--- src/rtl/rv_pkg.sv ---
// Shared register-file types and sizes for the writeback scheduler slice.
package rv_pkg;
   localparam int XLEN   = 32;
   localparam int REG_AW = 5;
   localparam int NREG   = 32;

   typedef logic [REG_AW-1:0] regaddr_t;
   typedef logic [XLEN-1:0]   xword_t;

   localparam regaddr_t REG_ZERO = '0;
endpackage

--- src/rtl/reg_scoreboard.sv ---
// Pending-write scoreboard: one busy bit per register, set on long issue,
// cleared on long-unit writeback; set wins when both hit the same register.
module reg_scoreboard
   import rv_pkg::*;
(
   input  logic            clk,
   input  logic            rst_n,
   input  logic            set_en,
   input  regaddr_t        set_addr,
   input  logic            clr_en,
   input  regaddr_t        clr_addr,
   input  regaddr_t        rs1,
   input  regaddr_t        rs2,
   input  regaddr_t        rd,
   output logic            rs1_busy,
   output logic            rs2_busy,
   output logic            rd_busy,
   output logic [NREG-1:0] busy
);
   logic [NREG-1:0] busy_q, busy_d, set_mask, clr_mask, eff_busy;

   always_comb begin
      set_mask = '0;
      clr_mask = '0;
      if (set_en && set_addr != REG_ZERO) set_mask = NREG'(1) << set_addr;
      if (clr_en && clr_addr != REG_ZERO) clr_mask = NREG'(1) << clr_addr;
      // Readers see a same-cycle clear through the register file bypass.
      eff_busy = busy_q & ~clr_mask;
      busy_d   = eff_busy | set_mask;
      rs1_busy = (rs1 != REG_ZERO) && eff_busy[rs1];
      rs2_busy = (rs2 != REG_ZERO) && eff_busy[rs2];
      rd_busy  = (rd  != REG_ZERO) && eff_busy[rd];
   end

   always_ff @(posedge clk) begin
      if (!rst_n) busy_q <= '0;
      else        busy_q <= busy_d;
   end

   assign busy = busy_q;
endmodule

--- src/rtl/regfile_wb_sched.sv ---
// Shares the single register-file write port between pipeline WB and the
// long-latency unit, and stalls issue on hazards against pending long results.
module regfile_wb_sched
   import rv_pkg::*;
#(
   parameter int MAX_OUT    = 4,
   parameter int STARVE_MAX = 8
) (
   input  logic                clk,
   input  logic                rst_n,
   input  logic                issue_valid,
   input  logic [REG_AW-1:0]   issue_rs1,
   input  logic [REG_AW-1:0]   issue_rs2,
   input  logic [REG_AW-1:0]   issue_rd,
   input  logic                issue_long,
   output logic                issue_stall,
   input  logic                wb_valid,
   input  logic [REG_AW-1:0]   wb_rd,
   input  logic [XLEN-1:0]     wb_data,
   input  logic                lu_valid,
   input  logic [REG_AW-1:0]   lu_rd,
   input  logic [XLEN-1:0]     lu_data,
   output logic                lu_ready,
   output logic                rf_we,
   output logic [REG_AW-1:0]   rf_rd,
   output logic [XLEN-1:0]     rf_wd,
   output logic [3:0]          outstanding,
   output logic                err
);
   localparam int SW = $clog2(STARVE_MAX) + 1;

   logic [3:0]      out_cnt_q, out_cnt_d;
   logic [SW-1:0]   starve_cnt_q, starve_cnt_d;
   logic            force_stall_q, force_stall_d;
   logic            err_q, err_d;
   logic            pw, lu_grant, denied, iss, inc, dec;
   logic            rs1_busy, rs2_busy, rd_busy;
   logic [NREG-1:0] busy;

   reg_scoreboard u_sb (
      .clk      (clk),
      .rst_n    (rst_n),
      .set_en   (iss && issue_long),
      .set_addr (issue_rd),
      .clr_en   (lu_grant),
      .clr_addr (lu_rd),
      .rs1      (issue_rs1),
      .rs2      (issue_rs2),
      .rd       (issue_rd),
      .rs1_busy (rs1_busy),
      .rs2_busy (rs2_busy),
      .rd_busy  (rd_busy),
      .busy     (busy)
   );

   always_comb begin
      // The pipeline cannot be backpressured, so it always owns the port.
      pw       = wb_valid && (wb_rd != REG_ZERO);
      lu_ready = rst_n && !pw;
      lu_grant = lu_valid && lu_ready;
      denied   = lu_valid && !lu_ready;
      rf_we    = 1'b0;
      rf_rd    = REG_ZERO;
      rf_wd    = '0;
      if (pw) begin
         rf_we = 1'b1;
         rf_rd = wb_rd;
         rf_wd = wb_data;
      end else if (lu_valid) begin
         rf_we = (lu_rd != REG_ZERO);
         rf_rd = lu_rd;
         rf_wd = lu_data;
      end
      if (!rst_n) rf_we = 1'b0;

      issue_stall = !rst_n || force_stall_q ||
                    (issue_valid && (rs1_busy || rs2_busy || rd_busy ||
                     (issue_long && out_cnt_q == 4'(MAX_OUT) && !lu_grant)));
      iss = issue_valid && !issue_stall;
      inc = iss && issue_long;
      dec = lu_grant;

      out_cnt_d = out_cnt_q + {3'b0, inc} - {3'b0, dec};
      // A stray result with nothing in flight is flagged as err, not wrapped.
      if (dec && !inc && out_cnt_q == 4'd0) out_cnt_d = 4'd0;

      starve_cnt_d = '0;
      if (denied && starve_cnt_q != SW'(STARVE_MAX - 1))
         starve_cnt_d = starve_cnt_q + SW'(1);
      else if (denied)
         starve_cnt_d = starve_cnt_q;

      force_stall_d = force_stall_q;
      if (lu_grant)
         force_stall_d = 1'b0;
      else if (denied && starve_cnt_q == SW'(STARVE_MAX - 1))
         force_stall_d = 1'b1;

      err_d = err_q;
      if (lu_grant && ((out_cnt_q == 4'd0 && !inc) ||
                       (lu_rd != REG_ZERO && !busy[lu_rd])))
         err_d = 1'b1;
   end

   always_ff @(posedge clk) begin
      if (!rst_n) begin
         out_cnt_q     <= '0;
         starve_cnt_q  <= '0;
         force_stall_q <= 1'b0;
         err_q         <= 1'b0;
      end else begin
         out_cnt_q     <= out_cnt_d;
         starve_cnt_q  <= starve_cnt_d;
         force_stall_q <= force_stall_d;
         err_q         <= err_d;
      end
   end

   assign outstanding = out_cnt_q;
   assign err         = err_q;
endmodule
--- config.mk ---
export PLATFORM = sky130hd
export DESIGN_NAME = regfile_wb_sched
export DESIGN_NICKNAME = d
export VERILOG_FILES = /design/src/rtl/rv_pkg.sv /design/src/rtl/reg_scoreboard.sv /design/src/rtl/regfile_wb_sched.sv
export SDC_FILE = /design/constraint.sdc
export NUM_CORES = 1
export LEC_CHECK = 0
export ABC_AREA = 1
export CORE_ASPECT_RATIO = 0.75
export CORE_MARGIN = 1.5
export CORE_UTILIZATION = 47
export DETAILED_ROUTE_END_ITERATION = 7
export PLACE_DENSITY_LB_ADDON = 0.2
export RECOVER_POWER = 50
export SETUP_SLACK_MARGIN = 0.4
export SYNTH_ARGS = -nofsm -noshare
export SYNTH_HDL_FRONTEND = slang
export SYNTH_SLANG_ARGS = --single-unit
--- constraint.sdc ---
create_clock -name clk -period 4.21 [get_ports clk]
set_input_delay 0.421 -clock clk [delete_from_list [all_inputs] [get_ports clk]]
set_output_delay 0.421 -clock clk [all_outputs]
set_load 0.01 [all_outputs]
[Word-level counts from Yosys, hierarchy flattened]
Cells that the tools add are included.
Word-level totals
  latch bits: 0
  output and inout bits: 45
  memories kept: 0
  bits in writable memories: 0
  ROM bits: 0
  register bits: 42
  bits of input ports: 95
Cells by class
  equality and inequality tests: 4
  $lt $le $gt $ge: 4
  muxes and demuxes: 19
  shift-type cells: 2
  $add $sub $neg: 3
  reduce and logical (&&, ||, !) cells: 42
  bitwise operators: 4
  divide/modulo/power cells: 0
  $mul: 0
Operators by type and width (number)
  $mux 32: 4
  $shl 1x5->32 const A: 2
  $and 32x32->32: 1
  $not 32->32: 1
  $or 32x32->32: 1
  $reduce_bool 5->1: 5
  $lt 5x6->1 const B: 4
  $logic_and 1x1->1: 21
  $bmux 1 s5: 4
  $mux 5: 2
  $eq 4x3->1 const B: 2
  $mux 4: 2
  $logic_not 1->1: 7
  $mux 1: 7
  $logic_or 1x1->1: 6
  $add 4x1->4: 1
  $add 4x1->4 const B: 1
  $logic_not 4->1: 1
  $ne 4x3->1 const B: 1
  $reduce_or 2->1: 2
  $sub 4x1->4: 1
  $ne 2x1->1 const B: 1
  $not 1->1: 1

[Depth between registers and ports, before layout]
  word-level depth: 24
  gate-level depth with buffers: 27

[Hierarchy]
Synthesis repeated with hierarchy kept, for this count alone.
Unflattened totals
  cell total of the unflattened synthesis: 736
  area total of the unflattened synthesis: 4056.4 µm²
By module, submodules not included
  reg_scoreboard: area an instance 2514.9 µm², cells an instance 449, instances 1
  regfile_wb_sched: area an instance 1541.5 µm², cells an instance 287, instances 1

[Worst setup path after synthesis]
OpenSTA, ideal clock, no wires.
  path kind: in2reg
  from: input port wb_rd[3]
  to: register out_cnt_q[2], in the netlist outstanding[2]
  path buffers: 1
  required time: 4.082 ns
  arrival time: 2.962 ns
  stages on the path: 26
  path slack: 1.120 ns
  cell sequence: nor2_1 -> nand3_1 -> nand2_2 -> nand2_2 -> nor2_4 -> buf_6 -> nand2_1 -> nand2_1 -> nand2_1 -> nand2_1 -> nor2_1 -> nor2_1 -> nand2_1 -> nand3_1 -> nand2_1 -> nor2_1 -> nand2_1 -> nand2_1 -> nand3_2 -> ha_1 -> inv_1 -> ha_1 -> inv_1 -> fa_1 -> xor2_1 -> nor2_1
Between the ends
  longest elaborated chain between the ends: 24
  elaborated cells on any way between the ends: 34
  classes of those cells: add/sub (2); mux (7); bitwise (2); reduce/logical (23)
Ends and longest elaborated chain
  start, declared: line regfile_wb_sched.sv:18  | input logic [REG_AW-1:0] wb_rd,
  $reduce_bool 5->1 (*): line regfile_wb_sched.sv:58  | pw = wb_valid && (wb_rd != REG_ZERO);
  $logic_and 1x1->1 (*): line regfile_wb_sched.sv:58
  $logic_not 1->1 (*): line regfile_wb_sched.sv:59  | lu_ready = rst_n && !pw;
  $logic_and 1x1->1 (*): line regfile_wb_sched.sv:59
  $logic_and 1x1->1 (*): line regfile_wb_sched.sv:60  | lu_grant = lu_valid && lu_ready;
  branches (longest 19 deep; another with $mux 32)
  end signal, assigned: line regfile_wb_sched.sv:112  | out_cnt_q <= out_cnt_d;
  end, declared: line regfile_wb_sched.sv:32  | logic [3:0] out_cnt_q, out_cnt_d;
Every way passes the cells marked *. The select of a mux whose other input is x is not followed.
A chain may end at the register's enable or synchronous reset.

[Final worst setup path]
  from: input port rst_n
  to: register out_cnt_q[1], in the netlist outstanding[1]
Between the ends
  longest elaborated chain between the ends: 21
  elaborated cells on any way between the ends: 34
  classes of those cells: add/sub (2); mux (7); bitwise (3); reduce/logical (22)
Ends and longest elaborated chain
  start, declared: line regfile_wb_sched.sv:10  | input logic rst_n,
  branches (longest 21 deep; another with $mux 32)
Several ways; the timed one is not identified. The select of a mux whose other input is x is not followed.

==> reports/qor.yml <==
hold_viol: 0
tns_ns: 0
design_area_mm2: 0.00607
ioPinCount: 140
cp.arrival_ns: 4.04
synth-seq-cells: 42
max-clock-path-buffers: 2
cts_buffers: 5
crit_path_end_kind: "flop"
critPathKind: "in2reg"
drive_gt1_share_pct: 11.6
gr-total-overflow: 0
port_buffers: 139
drv_slew: 0
wl_per_cell_um: 18.3
skew_ns: 0.00888
ys_types: 38
syn-num-nets: 852
vias: 5935
ir_drop_v: 0.000248
routed_wl_um: 18200
power_density_mw_per_mm2: 219
area_growth_pct: 48.6
insertion_delay_ns: 0.29
nets: 989
syn_area_mm2: 0.00409
nFillCells: 742
antenna_found_initial: 0
num_antenna_cells: 0
drtIter0Drc: 844
synthArstFlopShare_pct: 0
die_width_um: 111
worstMarginPinSlew_ns: 0.521
dieHeight_um: 83.7
leakagePower_nw: 2.64
wl_met1_um: 7220
worst-path-max-fanout: 6
slew_headroom_pct: 65.1
dr.max_layer_used: "met4"
syn-mean-instance-area_um2: 5.45
cts.sinks: 42
synthCells: 749
dpl_cell_area_mm2: 0.00557
cts_hold_buffers: 0
grt_use_total_pct: 36.1
dr_wl_met3_um: 2800
place_hpwl_um: 13800
coreArea_mm2: 0.00845
drcViolationCount: 0
ant_nets: 0
layout_commonest_cell: "nand2_1"
grt_max_degree: 39
cts.clk_slew.worst_paths_ns: 0.06
grt_pass1_wl_um: 26700
route.met2.wl_um: 7580
cts_root_buffer: "clkbuf_16"
layout_min_cycle_time_ns: 3.88
grt_pass1_vias: 5045
finalPower_mw: 1.33
die_area_mm2: 0.00927
cp-start-kind: "input port"
grt_setup_unrepaired: "no"
fin_crit_sh_pct: 92.1
vias_per_cell: 5.96
layout_common_cells: "nand2_1 (205), nand3_1 (141), clkdlybuf4s50_1 (112)"
synth_seq_area_share_pct: 20.6
status: "finished clean"
rows: 29
ys_warn_count: 0
drv_cap: 0
initial_core_util_pct: 48.3
max_freq_mhz: 258
htree_levels: 2
setup_viol: 0
ys.flop_type: "dfxtp_1"
globalplace.congestion: 1.09
worstPathRequired_ns: 4.38
synth_edf_count: 0
hold_path.class: "reg2reg"
drtPass1Iterations: 7
cts_tree: "built"
[worst paths after layout]
check,to,start,slack [ns],cells past startpoint
max,outstanding[1],rst_n,0.33,22
min,err,err,0.50,2
max reg2reg,outstanding[1],u_sb.busy[21],1.52,20
min reg2reg,err,err,0.50,2
[state kept, by name (all words and copies together), names as in the netlist]
register	cells
force_stall_q	1
err	1
outstanding	4
starve_cnt_q	4
u_sb.busy	32
[cells by family (layout without fill, tap and decap cells)]
| group | Yosys count | after routing | share of synthesized area (%) |
|---|---|---|---|
| AND/OR/NAND/NOR | 505 | 505 | 52.6 |
| AO/OA/AOI/OAI | 98 | 98 | 13.6 |
| buffers and inverters | 95 | 233 | 10.4 |
| flip-flops | 42 | 42 | 20.6 |
| adder cells (fa/ha/maj) | 8 | 8 | 2.63 |
| XOR/XNOR | 1 | 1 | 0.214 |
[critical path: stages]
cell	delay (ns)
dlygate4sd3_1	0.65
clkbuf_1	0.25
nand2_4	0.10
nor2_4	0.25
clkbuf_16	0.22
nand2_2	0.10
nand3_1	0.10
nand3_1	0.12
nand2_1	0.11
nand3_1	0.09
nand3_2	0.09
nand2_1	0.06
nor2_1	0.11
nand2_1	0.08
nand2_2	0.10
nand3_4	0.09
ha_4	0.25
inv_1	0.05
ha_2	0.16
inv_1	0.05
fa_2	0.52
nor2_1	0.04
[synthesized netlist by cell type, types with 3 or more instances]
cell	count	area, um2
nand2_1	236	886
nand3_1	147	736
nor2_1	98	368
a21oi_1	62	310
inv_1	47	176
dfxtp_1	42	841
clkbuf_1	19	71.3
a22oi_1	12	90.1
buf_2	10	50.1
o21ai_0	9	45.0
ha_1	7	87.6
nand2_2	6	37.5
nor3_1	6	30.0
buf_6	5	56.3
buf_4	4	30.0
inv_2	4	15.0
buf_1	3	11.3
nand3b_1	3	22.5
o31ai_1	3	22.5
[layer usage]
metal  vias to the layer above  GRT usage, %
li1                       2738             -
met1                      2667          49.5
met2                       450          52.2
met3                        80          14.3
met4                         0          9.79
met5                         -             0
[power breakdown]
part	internal [mW]	switching, mW	total (mW)
registers	0.409	0.00927	0.418
logic	0.243	0.273	0.516
clock network	0.220	0.173	0.393
total	0.872	0.455	1.33
[final cells by class]
type / instances / area (um2) / share of cell area [%]
inverter: 54 / 215 / 3.54
sequential: 42 / 841 / 13.8
timing repair buffer: 171 / 1710 / 28.1
tap: 108 / 135 / 2.23
clock inverter: 3 / 21.3 / 0.350
multi-input combinational: 612 / 3030 / 49.9
clock buffer: 5 / 125 / 2.06
[stage by stage]
stage | hold WS, ns | util [%] | setup slack [ns] | std cells
after floorplan | 0.437 | - | 1.12 | 749
after global placement | 0.443 | 65.9 | 0.148 | 977
after detailed placement | 0.486 | 65.9 | 0.0831 | 977
after CTS | 0.498 | 67.7 | 0.443 | 985
after global routing | 0.519 | 71.8 | 0.200 | 995
final | 0.505 | 71.8 | 0.334 | 995
[what timing repair did]
item	4_1_cts	5_1_grt
pin swaps	0	18
endpoints found under the setup margin	1	4
endpoints found under the hold margin	0	0
gates cloned	0	3
setup buffers	0	7
gates resized for setup	1	70
(Power assumes the default switching activity.)
